### config.mk
export PLATFORM = sky130hd
export DESIGN_NAME = ser_deframer
export DESIGN_NICKNAME = d
export VERILOG_FILES = /design/src/rtl/ser_deframer_pkg.sv /design/src/rtl/ser_deframer_outreg.sv /design/src/rtl/ser_deframer.sv
export SDC_FILE = /design/constraint.sdc
export NUM_CORES = 1
export LEC_CHECK = 0
export ABC_AREA = 1
export CAP_MARGIN = 40
export CORE_UTILIZATION = 45
export DETAILED_ROUTE_END_ITERATION = 10
export GPL_TIMING_DRIVEN = 1
export PLACE_DENSITY = 0.7
export SLEW_MARGIN = 10
export SYNTH_ARGS = -nofsm -noshare
export SYNTH_HDL_FRONTEND = slang
export SYNTH_HIERARCHICAL = 1
export SYNTH_SLANG_ARGS = --single-unit
### constraint.sdc
create_clock -name clk -period 3.6 [get_ports clk]
set_clock_uncertainty 0.1 [all_clocks]
set_input_delay 0.9 -clock clk [delete_from_list [all_inputs] [get_ports clk]]
set_output_delay 0.9 -clock clk [all_outputs]
set_load 0.03 [all_outputs]
### src/rtl/ser_deframer_pkg.sv
// Shared types and framing constants for the serial deframer.
package ser_deframer_pkg;

    typedef enum logic [2:0] {
        S_IDLE   = 3'd0,
        S_DATA   = 3'd1,
        S_PARITY = 3'd2,
        S_STOP   = 3'd3,
        S_BREAK  = 3'd4
    } state_t;

    localparam logic IDLE_LVL  = 1'b1;
    localparam logic START_BIT = 1'b0;
    localparam logic STOP_BIT  = 1'b1;

endpackage

### src/rtl/ser_deframer_outreg.sv
// Output holding register for received words: valid/ready handshake plus
// overflow pulse when a completed word finds the register still occupied.
module ser_deframer_outreg
    import ser_deframer_pkg::*;
#(
    parameter int WIDTH = 5
) (
    input  logic             clk,
    input  logic             rst,
    input  logic             load,
    input  logic [WIDTH-1:0] din,
    input  logic             po_ready,
    output logic [WIDTH-1:0] po,
    output logic             po_valid,
    output logic             ovf
);

    always_ff @(posedge clk or negedge rst) begin
        if (!rst) begin
            po       <= '0;
            po_valid <= 1'b0;
            ovf      <= 1'b0;
        end else begin
            ovf <= 1'b0;
            if (load) begin
                // A consumer draining the held word this cycle frees the slot
                if (!po_valid || po_ready) begin
                    po       <= din;
                    po_valid <= 1'b1;
                end else begin
                    ovf <= 1'b1;
                end
            end else if (po_valid && po_ready) begin
                po_valid <= 1'b0;
            end
        end
    end

endmodule

### src/rtl/ser_deframer.sv
// Serial frame receiver: start, WIDTH data bits, optional even parity, stop.
// Define PARITY_EN to expect a parity bit after the data bits.
//
// state    | meaning
// S_IDLE   | waiting for a start bit (0)
// S_DATA   | shifting in WIDTH data bits
// S_PARITY | checking the even-parity bit (PARITY_EN builds only)
// S_STOP   | expecting the stop bit (1)
// S_BREAK  | bad stop seen; waiting for line to return to 1
module ser_deframer
    import ser_deframer_pkg::*;
#(
    parameter int WIDTH = 5
) (
    input  logic             clk,
    input  logic             rst,
    input  logic             si,
    input  logic             si_valid,
    input  logic             msb_first,
    output logic [WIDTH-1:0] po,
    output logic             po_valid,
    input  logic             po_ready,
    output logic             busy,
    output logic             frame_err,
    output logic             parity_err,
    output logic             ovf
);

    localparam int CNT_W = $clog2(WIDTH);

`ifdef PARITY_EN
    localparam state_t AFTER_DATA = S_PARITY;
`else
    localparam state_t AFTER_DATA = S_STOP;
`endif

    state_t             state;
    logic [CNT_W-1:0]   bit_cnt;
    logic [WIDTH-1:0]   shreg;
    logic               msb_lat;
    logic               par_bad;
    logic               word_done;

    assign busy      = (state != S_IDLE);
    assign word_done = si_valid && (state == S_STOP) && (si == STOP_BIT) && !par_bad;

    always_ff @(posedge clk or negedge rst) begin
        if (!rst) begin
            state      <= S_IDLE;
            bit_cnt    <= '0;
            shreg      <= '0;
            msb_lat    <= 1'b1;
            par_bad    <= 1'b0;
            frame_err  <= 1'b0;
            parity_err <= 1'b0;
        end else begin
            frame_err  <= 1'b0;
            parity_err <= 1'b0;
            if (si_valid) begin
                case (state)
                    S_IDLE: begin
                        if (si == START_BIT) begin
                            state   <= S_DATA;
                            bit_cnt <= '0;
                            msb_lat <= msb_first;
                            shreg   <= '0;
                            par_bad <= 1'b0;
                        end
                    end
                    S_DATA: begin
                        shreg <= msb_lat ? {shreg[WIDTH-2:0], si} : {si, shreg[WIDTH-1:1]};
                        if (bit_cnt == CNT_W'(WIDTH-1)) begin
                            bit_cnt <= '0;
                            state   <= AFTER_DATA;
                        end else begin
                            bit_cnt <= bit_cnt + 1'b1;
                        end
                    end
`ifdef PARITY_EN
                    S_PARITY: begin
                        par_bad <= ^{shreg, si};
                        state   <= S_STOP;
                    end
`endif
                    S_STOP: begin
                        if (si == STOP_BIT) begin
`ifdef PARITY_EN
                            parity_err <= par_bad;
`endif
                            state <= S_IDLE;
                        end else begin
                            frame_err <= 1'b1;
                            state     <= S_BREAK;
                        end
                    end
                    S_BREAK: begin
                        if (si == IDLE_LVL) state <= S_IDLE;
                    end
                    default: state <= S_IDLE;
                endcase
            end
        end
    end

    ser_deframer_outreg #(.WIDTH(WIDTH)) u_outreg (
        .clk      (clk),
        .rst      (rst),
        .load     (word_done),
        .din      (shreg),
        .po_ready (po_ready),
        .po       (po),
        .po_valid (po_valid),
        .ovf      (ovf)
    );

endmodule

==> metrics.txt, run 1 <==
status complete, no violations; Synth Warn # 6; top cells by count, synth nand2_1 (37), dfrtp_1 (19), inv_1 (16); Worst Tran Pin Value 709 ps; CTS buffer count 3; Post-Route WL 1.87 mm; Fin Setup TNS 0 ps; register area 502 µm²; Relative slew margins 52.4%; r2r startpoint state[2]$_DFFE_PN0P_; Required @ worst endpoint 2600 ps; first-pass GRT wire length 3.50 mm; clk root buf clkbuf_4; DRC 0; final period utilization 73.7%; io pins 16; sequential area share after synthesis 51.1%; EDFF count, synth 0; unrepaired setup endpoints after global routing no; CP endpoint kind primary output; GP Congestion 0.800; DIE WIDTH 48.7 µm; leak pwr 0.589 nW; number of cell rows 16; final net count 146; Setup crit start kind flop; Crit Path Max Fanout 6; Final Hold Vio Count 0; placed inst area 0.00116 mm²; clock buffer depth 2; CTS resizes 0; die height 48.7 µm; Worst path max stage delay 600 ps; Period minus WS final 2650 ps; Yosys top cell by area dfrtp_1; synthesized area per cell 8.18 µm²; syn nets 128; H-tree levels 1; CTS tree done; post-route cell area 0.00119 mm²; Core ar. 0.00200 mm²; initial antenna violation count 0; First-pass DRT Iterations 4; DR WL/cell 11.4 µm; die area 0.00237 mm²; synthesis-stage register bit count 20; Clk pin slew, worst setup/hold paths 110 ps; FFs w/ async S/R, synth 100%; post-CTS setup buffers 0; largest net degree at the start of global routing 14; Starting Density 49.1%; Mapped Cells 120; area occupied by multi-input gates 409 µm²; worst skew pair latency 300 ps; Mapped Area 982 µm²; WP data arrival 1650 ps; area share of the largest cell type after synthesis 48.4%; hold_ws 382 ps; Post-synth top flop dfrtp_1; max-cap viol count 0; Power Density 776 mW/mm²; vias in the first global route 778; Fillers 190; ANT cells 0; Setup CP Type reg2out; vias per inst 4.95; worst hold start u_outreg/po[1]$_DFFE_PN0P_; final setup fails 0; Netlist cell types 18; Total Power 920 µW; CTS Sinks 20; HP Class reg2reg; Setup crit start state[1]$_DFFE_PN0P_; gr usage total 19.3%; via count 811; layout cells sized above 1 8.76%; DR iter-0 viols 27; HPWL after DPL 1.41 mm; total gr overflow 0; P&R area growth vs syn 20.8%; # hold bufs at CTS 0; Peak Freq 0.377 GHz; top cells by area in the synthesized netlist dfrtp_1 (48%), nand2_1 (14%), o21ai_0 (6.6%); Antenna Nets Post-Route 0; I/O Buffers 14; crit path cell chain nor2_4 > nand2_1 > clkdlybuf4s50_1; pins over their slew limit 0; most used standard cell by instance count after synthesis nand2_1; worst vdd ir 0.405 mV; CP max-delay cell clkdlybuf4s50_1
per-stage QoR:
| stage | instances | util [%] | setup slack [ps] |
|---|---|---|---|
| 2_1_floorplan | 120 | - | 1600 |
| 3_3_place_gp | 159 | 57.2 | 916 |
| 3_5_place_dp | 160 | 57.9 | 880 |
| 4_1_cts | 164 | 59.3 | 948 |
| 5_1_grt | 164 | 59.3 | 890 |
| 6_report | 164 | 59.3 | 946 |
path summary, 6_finish.rpt:
path	endpoint	slack (ps)	cells after the start
min in group asynchronous	state[1]$_DFFE_PN0P_	790	1
worst min-delay path	u_outreg/po[1]$_DFFE_PN0P_	380	2
max in group asynchronous	shreg[1]$_DFFE_PN0P_	2190	2
worst max-delay path	busy	950	3
worst min register to register	u_outreg/po[1]$_DFFE_PN0P_	380	2
worst max register to register	u_outreg/po[2]$_DFFE_PN0P_	1900	6
placed cells by master, fill, tap and decap left out:
master,count
nor3_1,2
inv_1,16
nand3_1,8
xnor2_1,1
clkdlybuf4s50_1,14
clkbuf_1,1
o21bai_1,3
buf_8,1
conb_1,1
o21ai_2,1
nand2_1,37
o21ai_0,13
dfstp_2,1
ha_1,2
nand2_2,3
o211ai_1,1
nor2_4,3
nor2_1,7
clkbuf_4,3
dfrtp_1,19
layout make-up:
class	count	area share, %
Tap cell	27	2.85
Multi-Input combinational cell	82	34.5
Clock buffer	4	2.22
Sequential cell	20	42.3
Inverter	16	5.06
Timing Repair Buffer	15	13.1
kinds of logic (layout without fill, tap and decap cells):
logic type	Yosys count	after routing	share of synthesized area, %
simple gates	60	60	27.3
xor+xnor	1	1	0.892
other cells	1	1	0.382
compound gates	18	18	10.6
fa+ha+maj	2	2	2.55
buf+inv	18	35	7.26
flops	20	20	51.1
metal layers:
layer	routed length (µm)	global-route usage [%]	part of all wire (%)	vias to the layer above
li1	-	-	-	411
met1	848	26.2	45	376
met2	936	31.3	50	20
met3	58	1.89	3.1	4
met4	28	8.82	1.5	0
met5	0	0	0	-
critical path: cells and delay by family, from the launching register on:
family | cells | cell delay [ps]
AND/OR/NAND/NOR | 2 | 300
buffers and inverters | 1 | 600
flip-flops | 1 | 450
state kept, by name, indices dropped and copies added, names as in the netlist:
name	flops
u_outreg/po	5
u_outreg/po_valid	1
msb_lat	1
state	3
frame_err	1
bit_cnt	3
shreg	5
u_outreg/ovf	1
power breakdown:
group,internal [mW],switching [mW],leakage [nW],total (mW)
logic,0.158,0.262,0.308,0.420
registers,0.313,0.0757,0.266,0.388
clock network,0.0432,0.0686,0.0150,0.112
total,0.513,0.407,0.589,0.920
Note: power is estimated with default switching activity, not from simulation.
==> inputs of run 2 (changes only) <==
clock period = 2.7 ns   (was 3.6 ns; I/O delays follow)
==> run 2 against run 1 <==
Critical path depth is the same. Flip-flop and latch count did not move. Via count shrank 1.6%. Sequential share of layout area unchanged. Largest power group unchanged.
==> metrics.txt, run 2 (synthesized netlist as in run 1, its figures left out) <==
post-CTS setup buffers 0 (unchanged); HPWL after DPL 1.33 mm (-5.5%); WP data arrival 1660 ps (about the same); Worst path max stage delay 670 ps (+70 ps); ANT cells 0 (unchanged); DIE WIDTH 48.7 µm (unchanged); DR iter-0 viols 8 (-70%); Starting Density 49.1% (unchanged); io pins 16 (unchanged); number of cell rows 16 (unchanged); unrepaired setup endpoints after global routing no; H-tree levels 1 (unchanged); Peak Freq 0.410 GHz; FF-to-FF path depth 8 (+2); worst hold start u_outreg/po[0]$_DFFE_PN0P_; layout cells sized above 1 9.42% (+0.66 points); Clk pin slew, worst setup/hold paths 110 ps (about the same); final core utilization 59.3% (unchanged); Fillers 197 (+3.7%); gr usage total 17.8% (-1.5 points); P&R area growth vs syn 20.8% (unchanged); r2r startpoint bit_cnt[0]$_DFFE_PN0P_; area occupied by multi-input gates 409 µm² (unchanged); CP max-delay cell clkdlybuf4s50_1; pins over their slew limit 0 (unchanged); Switch Pwr 537 µW (+32%); I/O Buffers 14 (unchanged); crit path cell chain inv_1 > nand2_1 > clkdlybuf4s50_1; Setup CP Type reg2out; final setup fails 0 (unchanged); Combinational Power Share 45.5% (about the same); die height 48.7 µm (unchanged); Required @ worst endpoint 1920 ps (-680 ps); clk root buf clkbuf_4; Power Density 1030 mW/mm² (+33%); CP endpoint kind primary output; Top delay family on crit path buffers and inverters; DR WL/cell 11.1 µm (-3.2%); Core ar. 0.00200 mm² (unchanged); Buf+Inv Stages, Crit Path 2 (+1); status complete, no violations; CTS tree done; Worst Hold End u_outreg/po[0]$_DFFE_PN0P_; First-pass DRT Iterations 4 (unchanged); initial antenna violation count 0 (unchanged); vias in the first global route 775 (-0.39%); r2r endpoint state[1]$_DFFE_PN0P_; final period utilization 90.4%; via count 798 (-1.6%); Final Hold Vio Count 0 (unchanged); die area 0.00237 mm² (unchanged); first-pass GRT wire length 3.22 mm (-7.9%); leak pwr 0.592 nW (+0.48%); Crit Path Max Fanout 6 (unchanged); Reg power frac 42.5% (+0.3 points); hold depth 2 (unchanged); Setup crit start kind flop; Antenna Nets Post-Route 0 (unchanged); worst vdd ir 0.531 mV (+31%); vias per inst 4.84 (-2.2%); Setup crit start state[0]$_DFFE_PN0P_; Period minus WS final 2440 ps; HP Class reg2reg; Sw Share 43.9% (-0.25 points); # hold bufs at CTS 0 (unchanged); CTS Sinks 20 (unchanged); most frequent cells in the layout nand2_1 (37), dfrtp_1 (19), inv_1 (16); Int Pwr 685 µW (+33%); CTS resizes 0 (unchanged); Fin Setup TNS 0 ps (unchanged); Final Worst Setup Slack 260 ps (-686 ps); DRC 0 (unchanged); final net count 147 (+0.68%); Clock power frac 12.0% (-0.2 points); pre-CTS WS 556 ps (-325 ps); Post-Route WL 1.82 mm (-2.6%); total gr overflow 0 (unchanged); clock buffer depth 2 (unchanged); largest net degree at the start of global routing 21 (+7); GP Congestion 0.806 (+0.78%); CTS buffer count 3 (unchanged); most common cell after layout, fill and taps aside nand2_1; reg2reg setup slack 1360 ps (-540 ps); top flop regs shreg (5), u_outreg/po (5); worst skew pair latency 300 ps (about the same); max-cap viol count 0 (unchanged); register area 502 µm² (unchanged)
## run 2: layout make-up
cell class | count | area share (%)
Inverter | 16 | 5.06
Sequential cell | 20 | 42.3
Timing Repair Buffer | 16 | 13.1
Tap cell | 27 | 2.85
Multi-Input combinational cell | 82 | 34.5
Clock buffer | 4 | 2.22
## run 2: worst max path at each step
stage                            endpoint  depth (start not counted)
2_1_floorplan  u_outreg/po[0]$_DFFE_PN0P_                          5
3_3_place_gp   u_outreg/po[2]$_DFFE_PN0P_                          7
3_5_place_dp   u_outreg/po[2]$_DFFE_PN0P_                          7
4_1_cts                              busy                          3
5_1_grt                              busy                          3
6_report                             busy                          3
## run 2: worst reg2reg max path, cell delays in order (launching register included)
cell	delay (ps)
dfrtp_1	380
inv_1	60
ha_1	190
nand2_1	60
nand3_1	130
nand2_2	140
nor2_1	70
nand2_1	60
nand2_1	50
## run 2: metal layers
metal  global-route usage [%]  part of all wire [%]  vias up
met3                     3.77                   3.9        2
met5                        0                     0        -
li1                         -                     -      410
met4                     4.41                  0.93        0
met1                     22.8                    45      370
met2                     30.6                    50       16
## run 2: power by group through the flow
stage / logic, mW / registers (mW) / clock network, mW
final: 0.556 / 0.520 / 0.146
after global routing: 0.627 / 0.535 / 0.163
after CTS: 0.560 / 0.520 / 0.151
after detailed placement: 0.556 / 0.525 / 0
after global placement: 0.545 / 0.521 / 0
after floorplan: 0.326 / 0.563 / 0
## run 2: metrics by stage
| stage | std cells | instance area [µm²] | total power [mW] | hold slack, ps |
|---|---|---|---|---|
| floorplan | 120 | 982 | 0.889 | 279 |
| global placement | 161 | 1160 | 1.07 | 356 |
| detailed placement | 161 | 1160 | 1.08 | 358 |
| CTS | 165 | 1190 | 1.23 | 386 |
| global route | 165 | 1190 | 1.33 | 408 |
| finish | 165 | 1190 | 1.22 | 381 |
==> inputs of run 3 (changes only) <==
GPL_TIMING_DRIVEN = default   (was 1)
==> results of run 3 <==
Same layout as run 2: the final DEF is identical, and so are final timing and power.
